### src/rtl/rv32i_issue_ctrl.sv
// Single-entry RV32I decode/issue controller with a pending-write scoreboard.
// Define RV32I_ISSUE_WB_BYPASS_EN to let same-cycle writebacks clear hazards.

package rv32i_issue_pkg;

  typedef struct packed {
    logic        illegal;
    logic        reg_write;
    logic [4:0]  rd;
    logic [4:0]  rs1;
    logic [4:0]  rs2;
    logic [2:0]  funct3;
    logic        alt_op;
    logic        use_imm;
    logic        use_pc;
    logic        mem_read;
    logic        mem_write;
    logic        branch;
    logic        jal;
    logic        jalr;
    logic        lui;
    logic        fence;
    logic        system;
    logic [31:0] imm;
  } decode_ctrl_t;

  // Unused register fields are left zero so they never match a pending bit.
  function automatic decode_ctrl_t rv32i_decoder(input logic [31:0] instr);
    decode_ctrl_t c;
    logic [6:0]   opc;
    logic [6:0]   f7;
    logic [2:0]   f3;
    logic         legal;
    c      = '0;
    opc    = instr[6:0];
    f7     = instr[31:25];
    f3     = instr[14:12];
    legal  = 1'b1;
    c.funct3 = f3;
    case (opc)
      7'b0110111: begin
        c.lui = 1'b1; c.reg_write = 1'b1; c.rd = instr[11:7]; c.use_imm = 1'b1;
        c.imm = {instr[31:12], 12'h000};
      end
      7'b0010111: begin
        c.use_pc = 1'b1; c.reg_write = 1'b1; c.rd = instr[11:7]; c.use_imm = 1'b1;
        c.imm = {instr[31:12], 12'h000};
      end
      7'b1101111: begin
        c.jal = 1'b1; c.reg_write = 1'b1; c.rd = instr[11:7];
        c.imm = {{12{instr[31]}}, instr[19:12], instr[20], instr[30:21], 1'b0};
      end
      7'b1100111: begin
        legal = (f3 == 3'b000);
        c.jalr = 1'b1; c.reg_write = 1'b1; c.rd = instr[11:7]; c.rs1 = instr[19:15];
        c.use_imm = 1'b1; c.imm = {{20{instr[31]}}, instr[31:20]};
      end
      7'b1100011: begin
        legal = (f3 != 3'b010) && (f3 != 3'b011);
        c.branch = 1'b1; c.rs1 = instr[19:15]; c.rs2 = instr[24:20];
        c.imm = {{20{instr[31]}}, instr[7], instr[30:25], instr[11:8], 1'b0};
      end
      7'b0000011: begin
        legal = (f3 != 3'b011) && (f3 != 3'b110) && (f3 != 3'b111);
        c.mem_read = 1'b1; c.reg_write = 1'b1; c.rd = instr[11:7]; c.rs1 = instr[19:15];
        c.use_imm = 1'b1; c.imm = {{20{instr[31]}}, instr[31:20]};
      end
      7'b0100011: begin
        legal = (f3 <= 3'b010);
        c.mem_write = 1'b1; c.rs1 = instr[19:15]; c.rs2 = instr[24:20]; c.use_imm = 1'b1;
        c.imm = {{20{instr[31]}}, instr[31:25], instr[11:7]};
      end
      7'b0010011: begin
        case (f3)
          3'b001:  legal = (f7 == 7'b0000000);
          3'b101:  legal = (f7 == 7'b0000000) || (f7 == 7'b0100000);
          default: legal = 1'b1;
        endcase
        c.reg_write = 1'b1; c.rd = instr[11:7]; c.rs1 = instr[19:15]; c.use_imm = 1'b1;
        c.alt_op = (f3 == 3'b101) && f7[5];
        c.imm = {{20{instr[31]}}, instr[31:20]};
      end
      7'b0110011: begin
        legal = (f7 == 7'b0000000) ||
                ((f7 == 7'b0100000) && ((f3 == 3'b000) || (f3 == 3'b101)));
        c.reg_write = 1'b1; c.rd = instr[11:7]; c.rs1 = instr[19:15]; c.rs2 = instr[24:20];
        c.alt_op = f7[5];
      end
      7'b0001111: begin
        legal   = (f3 == 3'b000);
        c.fence = 1'b1;
      end
      7'b1110011: begin
        legal    = (instr == 32'h0000_0073) || (instr == 32'h0010_0073);
        c.system = 1'b1;
      end
      default: legal = 1'b0;
    endcase
    if (!legal) begin
      c         = '0;
      c.illegal = 1'b1;
    end
    return c;
  endfunction

endpackage

module rv32i_issue_ctrl
  import rv32i_issue_pkg::*;
#(
  parameter int unsigned MAX_INFLIGHT = 4
) (
  input  logic         clk_i,
  input  logic         rst_ni,
  input  logic         fetch_valid_i,
  output logic         fetch_ready_o,
  input  logic [31:0]  fetch_instr_i,
  input  logic [31:0]  fetch_pc_i,
  output logic         issue_valid_o,
  input  logic         issue_ready_i,
  output decode_ctrl_t issue_ctrl_o,
  output logic [31:0]  issue_pc_o,
  input  logic         wb_valid_i,
  input  logic [4:0]   wb_rd_i,
  input  logic         flush_i,
  output logic         trap_valid_o,
  output logic [31:0]  trap_pc_o,
  output logic [3:0]   inflight_o
);

  localparam logic [1:0] ST_EMPTY = 2'd0;
  localparam logic [1:0] ST_FULL  = 2'd1;
  localparam logic [1:0] ST_TRAP  = 2'd2;
  localparam logic [3:0] LP_MAX   = 4'(MAX_INFLIGHT);

  logic [1:0]   r_state;
  logic [1:0]   w_state_d;
  decode_ctrl_t r_ctrl;
  decode_ctrl_t w_dec;
  logic [31:0]  r_pc;
  logic [31:0]  r_pending;
  logic [31:0]  w_pending_d;
  logic [3:0]   r_inflight;
  logic [3:0]   w_inflight_d;

  logic         w_wb_hit;
  logic [31:0]  w_wb_onehot;
  logic [31:0]  w_set_onehot;
  logic [31:0]  w_pend_chk;
  logic [3:0]   w_cnt_chk;
  logic         w_rd_writes;
  logic         w_hazard;
  logic         w_issue_fire;
  logic         w_fetch_fire;

  assign w_dec       = rv32i_decoder(fetch_instr_i);
  assign w_wb_hit    = wb_valid_i && r_pending[wb_rd_i];
  assign w_wb_onehot = w_wb_hit ? (32'd1 << wb_rd_i) : 32'd0;
  assign w_rd_writes = r_ctrl.reg_write && (r_ctrl.rd != 5'd0);

`ifdef RV32I_ISSUE_WB_BYPASS_EN
  assign w_pend_chk = r_pending & ~w_wb_onehot;
  assign w_cnt_chk  = r_inflight - {3'd0, w_wb_hit};
`else
  assign w_pend_chk = r_pending;
  assign w_cnt_chk  = r_inflight;
`endif

  assign w_hazard = w_pend_chk[r_ctrl.rs1] | w_pend_chk[r_ctrl.rs2] |
                    (r_ctrl.reg_write & w_pend_chk[r_ctrl.rd]) |
                    (w_rd_writes & (w_cnt_chk == LP_MAX));

  assign issue_valid_o = (r_state == ST_FULL) && !w_hazard && !flush_i;
  assign w_issue_fire  = issue_valid_o && issue_ready_i;
  // Refill in the issue-fire cycle keeps a 1/cycle stream flowing.
  assign fetch_ready_o = !flush_i && ((r_state == ST_EMPTY) || w_issue_fire);
  assign w_fetch_fire  = fetch_valid_i && fetch_ready_o;

  assign issue_ctrl_o = r_ctrl;
  assign issue_pc_o   = r_pc;
  assign trap_valid_o = (r_state == ST_TRAP);
  assign trap_pc_o    = trap_valid_o ? r_pc : 32'd0;
  assign inflight_o   = r_inflight;

  always_comb begin
    w_state_d = r_state;
    if (flush_i) begin
      w_state_d = ST_EMPTY;
    end else if (w_fetch_fire) begin
      w_state_d = w_dec.illegal ? ST_TRAP : ST_FULL;
    end else if (w_issue_fire) begin
      w_state_d = ST_EMPTY;
    end
  end

  // Flush leaves the scoreboard alone: issued writes still retire.
  always_comb begin
    w_set_onehot = (w_issue_fire && w_rd_writes) ? (32'd1 << r_ctrl.rd) : 32'd0;
    w_pending_d  = ((r_pending & ~w_wb_onehot) | w_set_onehot) & 32'hFFFF_FFFE;
    w_inflight_d = r_inflight;
    case ({w_set_onehot != 32'd0, w_wb_hit})
      2'b10:   w_inflight_d = r_inflight + 4'd1;
      2'b01:   w_inflight_d = r_inflight - 4'd1;
      default: w_inflight_d = r_inflight;
    endcase
  end

  always_ff @(posedge clk_i or negedge rst_ni) begin
    if (!rst_ni) begin
      r_state    <= ST_EMPTY;
      r_ctrl     <= '0;
      r_pc       <= 32'd0;
      r_pending  <= 32'd0;
      r_inflight <= 4'd0;
    end else begin
      r_state    <= w_state_d;
      r_pending  <= w_pending_d;
      r_inflight <= w_inflight_d;
      if (w_fetch_fire) begin
        r_ctrl <= w_dec;
        r_pc   <= fetch_pc_i;
      end
    end
  end

endmodule

### config.mk
export PLATFORM = sky130hd
export DESIGN_NAME = rv32i_issue_ctrl
export DESIGN_NICKNAME = d
export VERILOG_FILES = /design/src/rtl/rv32i_issue_ctrl.sv
export SDC_FILE = /design/constraint.sdc
export NUM_CORES = 1
export LEC_CHECK = 0
export CAP_MARGIN = 0
export CORE_UTILIZATION = 35
export CTS_BUF_LIST = sky130_fd_sc_hd__clkbuf_4 sky130_fd_sc_hd__clkbuf_8
export DETAILED_ROUTE_END_ITERATION = 10
export HOLD_SLACK_MARGIN = 0.12
export PLACE_DENSITY = 0.66
export SYNTH_ARGS = -nofsm -noshare
export SYNTH_HDL_FRONTEND = slang
export SYNTH_SLANG_ARGS = --single-unit
### constraint.sdc
create_clock -name clk_i -period 3.75 [get_ports clk_i]
set_input_delay 0.5625 -clock clk_i [delete_from_list [all_inputs] [get_ports clk_i]]
set_output_delay 0.5625 -clock clk_i [all_outputs]
set_load 0.1 [all_outputs]
==> impl_metrics.env, run 1 <==
export IMPL_rows=53
export IMPL_relSlewSlack_pct=29.0
export IMPL_cap_violations=0
export IMPL_synthCells=700
export IMPL_grt_use_total_pct=21.5
export IMPL_ios=209
export IMPL_die_height_um=149
export IMPL_hold_buffers=0
export IMPL_p_clk_share_pct=25.7
export IMPL_fp_dieW_um=149
export IMPL_fin_setup_tns_ns=0
export IMPL_viasPerCell=5.43
export IMPL_synth_area_um2=7580
export IMPL_status="completed"
export IMPL_synth_cell_type_count=59
export IMPL_antenna_cells=0
export IMPL_path_max_fanout=11
export IMPL_synth_top_area_share_pct=43.6
export IMPL_hold_violations=0
export IMPL_min_delay_path_class="input pin to asynchronous set/reset pin"
export IMPL_p_sw_share_pct=45.0
export IMPL_worstMarginPinSlew_ns=1.06
export IMPL_p_int_mw=2.64
export IMPL_post_synth_top_area_cell="dfrtp_1"
export IMPL_nets=984
export IMPL_layout_min_cycle_time_ns=3.53
export IMPL_setup_viol=0
export IMPL_final_core_util_pct=48.9
export IMPL_ys_async_sr_fraction_pct=100
export IMPL_layout_drive_gt1_share_pct=23.3
export IMPL_critPathCaptureType="register"
export IMPL_clk_path_buf_depth=2
export IMPL_fin_crit_sh_pct=94.1
export IMPL_maxSlewViolCount=0
export IMPL_power_switching_mw=2.16
export IMPL_syn_num_nets=779
export IMPL_cts_root_buf="clkbuf_8"
export IMPL_fmax_ghz=0.283
export IMPL_drt_iter0_markers=426
export IMPL_clk_latency_ns=0.45
export IMPL_cp_startpoint="issue_ctrl_o[51]"
export IMPL_post_route_cell_area_um2=10400
export IMPL_tritoncts="done"
export IMPL_dp_cells=1161
export IMPL_r2r_setup_slack_ns=0.22
export IMPL_cp_data_arrival_time_ns=3.86
export IMPL_synth_seq_cells=132
export IMPL_wl_per_cell_um=19.5
export IMPL_crit_required_ns=4.08
export IMPL_synth_edf_count=0
export IMPL_grt_pass1_vias=6412
export IMPL_pwr_share_seq_pct=33.9
export IMPL_hold_ws_ns=0.198
export IMPL_area_growth_pct=36.6
export IMPL_cts_max_level=4
export IMPL_criticalPathCategory="register to register"
export IMPL_grt_max_degree=100
export IMPL_firstDrtPassIters=5
export IMPL_syn_area_per_cell_um2=10.8
export IMPL_antenna_left=0
export IMPL_dpl_cell_area_um2=9950
export IMPL_synth_seq_area_share_pct=43.6
export IMPL_grt_pass1_wl_um=36600
export IMPL_fin_skew_ns=0.0145
export IMPL_leakage_nw=4.18
export IMPL_layout_common_cells="clkdlybuf4s50_1 (172), dfrtp_1 (124), mux2_2 (75)"
export IMPL_ys_flop_type="dfrtp_1"
export IMPL_portBuffers=208
export IMPL_clk_pin_slew_ns=0.08
export IMPL_numCtsBuffers=17
export IMPL_yosysWarnings=0
export IMPL_gr_total_overflow=0
export IMPL_core_um2=21200
export IMPL_yosys_top_cells_area="dfrtp_1 (44%), mux2_2 (11%), mux4_2 (7.4%)"
export IMPL_power_density_nw_per_um2=463
export IMPL_combPwrFrac_pct=40.5
export IMPL_post_cts_buffers=0
export IMPL_cp_start_kind="register"
export IMPL_layout_cells_non_filler=1193
export IMPL_drc_errors=0
export IMPL_grt_setup_unrepaired="false"
export IMPL_cts_resized=0
export IMPL_place_gp_congestion=0.874
export IMPL_layout_commonest_cell="clkdlybuf4s50_1"
export IMPL_wirelength_um=23200
export IMPL_vias=6473
export IMPL_hpwl_um=17200
export IMPL_start_util_pct=35.8
export IMPL_die_area_um2=22300
export IMPL_grt_antenna_before_repair=0
export IMPL_ir_worst_vdd_mv=0.470
export IMPL_clock_sinks=132
export IMPL_reg2reg_from="issue_ctrl_o[51]"
## registers in the layout, indices dropped and copies added (netlist names)
register,count
r_pending,31
r_state,2
issue_ctrl_o,63
issue_pc_o,32
inflight_o,4
## final timing paths
check / end / cells past startpoint
setup / recovery: inflight_o[3] / 13
hold / removal: r_pending[13] / 1
setup reg to reg: inflight_o[3] / 13
hold reg to reg: issue_ctrl_o[13] / 1
max in group asynchronous: issue_pc_o[8] / 2
min in group clk_i: issue_ctrl_o[13] / 1
## Yosys cell counts (3+ instances only)
library cell,n
nor2b_1,13
nor4_1,8
and2_1,34
inv_1,33
a21o_1,4
ha_1,3
buf_2,3
o21ai_0,39
or2_2,5
and3_1,4
o31ai_1,32
a31oi_1,4
nand2_1,38
buf_6,5
a22oi_1,7
buf_4,6
clkbuf_1,30
buf_1,3
mux2i_1,30
a21oi_1,28
mux4_2,25
o211ai_1,13
nand2b_1,6
nor3b_1,5
nor2_1,36
nand3b_1,5
nand3_1,16
nor3_1,9
mux2_1,7
nand4_1,5
dfrtp_1,132
mux2_2,75
xor2_1,3
## cells by family (layout without fill, tap and decap cells)
group | Yosys count | in the layout | share of synthesized area [%]
xor+xnor | 5 | 5 | 0.578
mux | 138 | 138 | 23.8
simple gates | 196 | 196 | 13.9
compound gates | 145 | 145 | 12.6
buf+inv | 80 | 298 | 4.80
flops | 132 | 132 | 43.6
fa+ha+maj | 4 | 4 | 0.759
## layout make-up
cell class | count | area (um^2)
Sequential cell | 132 | 3320
Inverter | 33 | 124
Clock inverter | 13 | 150
Tap cell | 275 | 344
Clock buffer | 19 | 249
Timing Repair Buffer | 233 | 2250
Fill cell | 1982 | 10800
Multi-Input combinational cell | 488 | 3920
## worst max-delay path, stage by stage, from the launching register on
cell and delay (ns):
dfrtp_4 0.54, mux4_2 0.52, nor2_1 0.11, o21ai_1 0.10, a2111oi_2 0.46, nand4_2 0.15, or2_2 0.31, ha_1 0.26
ha_1 0.29, a21o_1 0.18, a21oi_1 0.16, xnor2_1 0.13, nor2_1 0.07, xor2_1 0.15
## per-stage QoR
step / power [mW] / worst slack [ns]
6_report: 4.79 / 0.220
3_5_place_dp: 3.60 / -0.0208
2_1_floorplan: 3.08 / 0.00532
4_1_cts: 4.84 / 0.225
3_3_place_gp: 3.58 / 0.00331
5_1_grt: 4.99 / 0.0174
## power by group through the flow
| stage | Sequential (mW) | Combinational (mW) | Clock [mW] |
|---|---|---|---|
| after global routing | 1.64 | 2.02 | 1.33 |
| after CTS | 1.63 | 1.95 | 1.26 |
| final | 1.62 | 1.94 | 1.23 |
| after detailed placement | 1.65 | 1.95 | 0 |
| after global placement | 1.65 | 1.93 | 0 |
| after floorplan | 2.42 | 0.656 | 0 |
## layer usage
| metal | vias to the layer above | GRT usage, % | wire length (um) |
|---|---|---|---|
| met5 | - | 0 | 0 |
| met4 | 0 | 8.01 | 497 |
| met3 | 36 | 4.95 | 1690 |
| met2 | 288 | 33.6 | 10900 |
| met1 | 3166 | 28.9 | 10100 |
| li1 | 2983 | - | - |
Note: power is estimated with default switching activity, not from simulation.
==> run 2, diff against run 1 <==
--- a/config.mk
+++ b/config.mk
@@ -6,6 +6,7 @@
 export NUM_CORES = 1
 export LEC_CHECK = 0
 export CAP_MARGIN = 0
+export CORE_ASPECT_RATIO = 1.2
 export CORE_UTILIZATION = 35
 export CTS_BUF_LIST = sky130_fd_sc_hd__clkbuf_4 sky130_fd_sc_hd__clkbuf_8
 export DETAILED_ROUTE_END_ITERATION = 10
==> run 2 against run 1 <==
Effect of this change: hold slack worse by 0.070 ns; final area down 0.12%; register-to-register slack about the same; largest cell class unchanged.
==> impl_metrics.env, run 2 (synthesized netlist as in run 1, its figures left out) <==
export IMPL_viasPerCell=5.56
export IMPL_min_delay_path_class="input pin to asynchronous set/reset pin"
export IMPL_fin_skew_ns=0.0166
export IMPL_nets=982
export IMPL_cts_max_level=4
export IMPL_layout_min_cycle_time_ns=3.53
export IMPL_die_height_um=163
export IMPL_wirelength_um=23900
export IMPL_hold_ws_ns=0.128
export IMPL_dpl_cell_area_um2=9920
export IMPL_status="completed"
export IMPL_fin_crit_sh_pct=94.0
export IMPL_criticalPathCategory="register to register"
export IMPL_grt_antenna_before_repair=2
export IMPL_multi_input_area_um2=3930
export IMPL_dp_cells=1154
export IMPL_drc_errors=0
export IMPL_layout_cells_non_filler=1188
export IMPL_grt_max_degree=93
export IMPL_maxSlewViolCount=0
export IMPL_power_density_nw_per_um2=465
export IMPL_antenna_left=0
export IMPL_gr_total_overflow=0
export IMPL_worstMarginPinSlew_ns=1.04
export IMPL_cts_root_buf="clkbuf_8"
export IMPL_layout_drive_gt1_share_pct=23.1
export IMPL_seqCellArea_um2=3320
export IMPL_cap_violations=0
export IMPL_r2r_setup_slack_ns=0.22
export IMPL_crit_required_ns=4.08
export IMPL_grt_setup_unrepaired="false"
export IMPL_cp_data_arrival_time_ns=3.85
export IMPL_area_growth_pct=36.4
export IMPL_tritoncts="done"
export IMPL_place_gp_congestion=0.943
export IMPL_start_util_pct=35.9
export IMPL_post_cts_buffers=0
export IMPL_layout_commonest_cell="clkdlybuf4s50_1"
export IMPL_critPathCaptureType="register"
export IMPL_portBuffers=208
export IMPL_ios=209
export IMPL_clk_pin_slew_ns=0.09
export IMPL_rr_worst_depth=13
export IMPL_reg2reg_from="issue_ctrl_o[51]"
export IMPL_cp_start_kind="register"
export IMPL_setup_ws_ns=0.225
export IMPL_path_max_fanout=11
export IMPL_hold_violations=0
export IMPL_clk_path_buf_depth=2
export IMPL_r2r_end="inflight_o[3]"
export IMPL_firstDrtPassIters=5
export IMPL_grt_pass1_vias=6523
export IMPL_largest_reg_flops=63
export IMPL_ir_worst_vdd_mv=0.457
export IMPL_drt_iter0_markers=514
export IMPL_grt_pass1_wl_um=37000
export IMPL_numCtsBuffers=17
export IMPL_wl_per_cell_um=20.1
export IMPL_layout_common_cells="clkdlybuf4s50_1 (172), dfrtp_1 (124), mux2_2 (75)"
export IMPL_post_route_cell_area_um2=10300
export IMPL_pre_cts_ws_ns=-0.0527
export IMPL_fillers=1966
export IMPL_die_area_um2=22300
export IMPL_rows=58
export IMPL_relSlewSlack_pct=30.6
export IMPL_setup_viol=0
export IMPL_clock_sinks=132
export IMPL_hpwl_um=17700
export IMPL_core_um2=21100
export IMPL_clk_latency_ns=0.45
export IMPL_vias=6606
export IMPL_grt_use_total_pct=22.0
export IMPL_leakage_nw=4.16
export IMPL_fp_dieW_um=136
export IMPL_fmax_ghz=0.284
-- run 2: worst max-delay path by stage --
| stage | start | endpoint | slack (ns) | cells past startpoint |
|---|---|---|---|---|
| after CTS | issue_ctrl_o[51] | inflight_o[3] | 0.16 | 13 |
| after global routing | issue_ctrl_o[51] | inflight_o[3] | 0.08 | 13 |
| after floorplan | issue_ctrl_o[56] | inflight_o[3] | 0.005 | 14 |
| after detailed placement | wb_rd_i[1] | inflight_o[3] | -0.05 | 13 |
| after global placement | wb_rd_i[1] | inflight_o[3] | 0.02 | 13 |
| final | issue_ctrl_o[51] | inflight_o[3] | 0.22 | 13 |
-- run 2: layout make-up --
class	count	share of cell area, %
Timing Repair Buffer	231	21.5
Multi-Input combinational cell	488	38.0
Tap cell	270	3.27
Clock inverter	13	1.43
Antenna cell	2	0.0484
Inverter	33	1.20
Clock buffer	19	2.47
Sequential cell	132	32.1
-- run 2: power breakdown --
part	total (mW)	leakage, nW	internal [mW]	switching (mW)
Clock	1.25	0.194	0.626	0.624
Sequential	1.63	1.74	1.53	0.0950
Combinational	1.94	2.22	0.483	1.45
-- run 2: metal layers --
| metal | vias up | global-route usage [%] | wire length, um |
|---|---|---|---|
| li1 | 2977 | - | - |
| met1 | 3218 | 27.6 | 9590 |
| met2 | 344 | 34.2 | 11500 |
| met3 | 65 | 6.08 | 1990 |
| met4 | 2 | 11.6 | 810 |
| met5 | - | 0 | 13 |
-- run 2: repair_timing --
item | 4_1_cts | 5_1_grt
endpoints found under the setup margin | 0 | 1
hold buffers | 0 | 0
gates resized for setup | 0 | 1
-- run 2: stage by stage --
step / util, % / TNS (ns) / power [mW]
2_1_floorplan: - / 0 / 3.08
3_3_place_gp: 47.0 / 0 / 3.59
3_5_place_dp: 47.0 / -0.0527 / 3.60
4_1_cts: 48.9 / 0 / 4.86
5_1_grt: 49.0 / 0 / 4.99
6_report: 49.0 / 0 / 4.81
-- run 2: critical path, cell delays in order (launching register included) --
cell and delay [ns]:
dfrtp_4 0.53, mux4_2 0.52, nor2_1 0.10, o21ai_1 0.12
a2111oi_4 0.42, nand4_2 0.14, or2_2 0.30, ha_1 0.26
ha_1 0.29, a21o_1 0.18, a21oi_1 0.19, xnor2_1 0.14
nor2_1 0.06, xor2_1 0.15
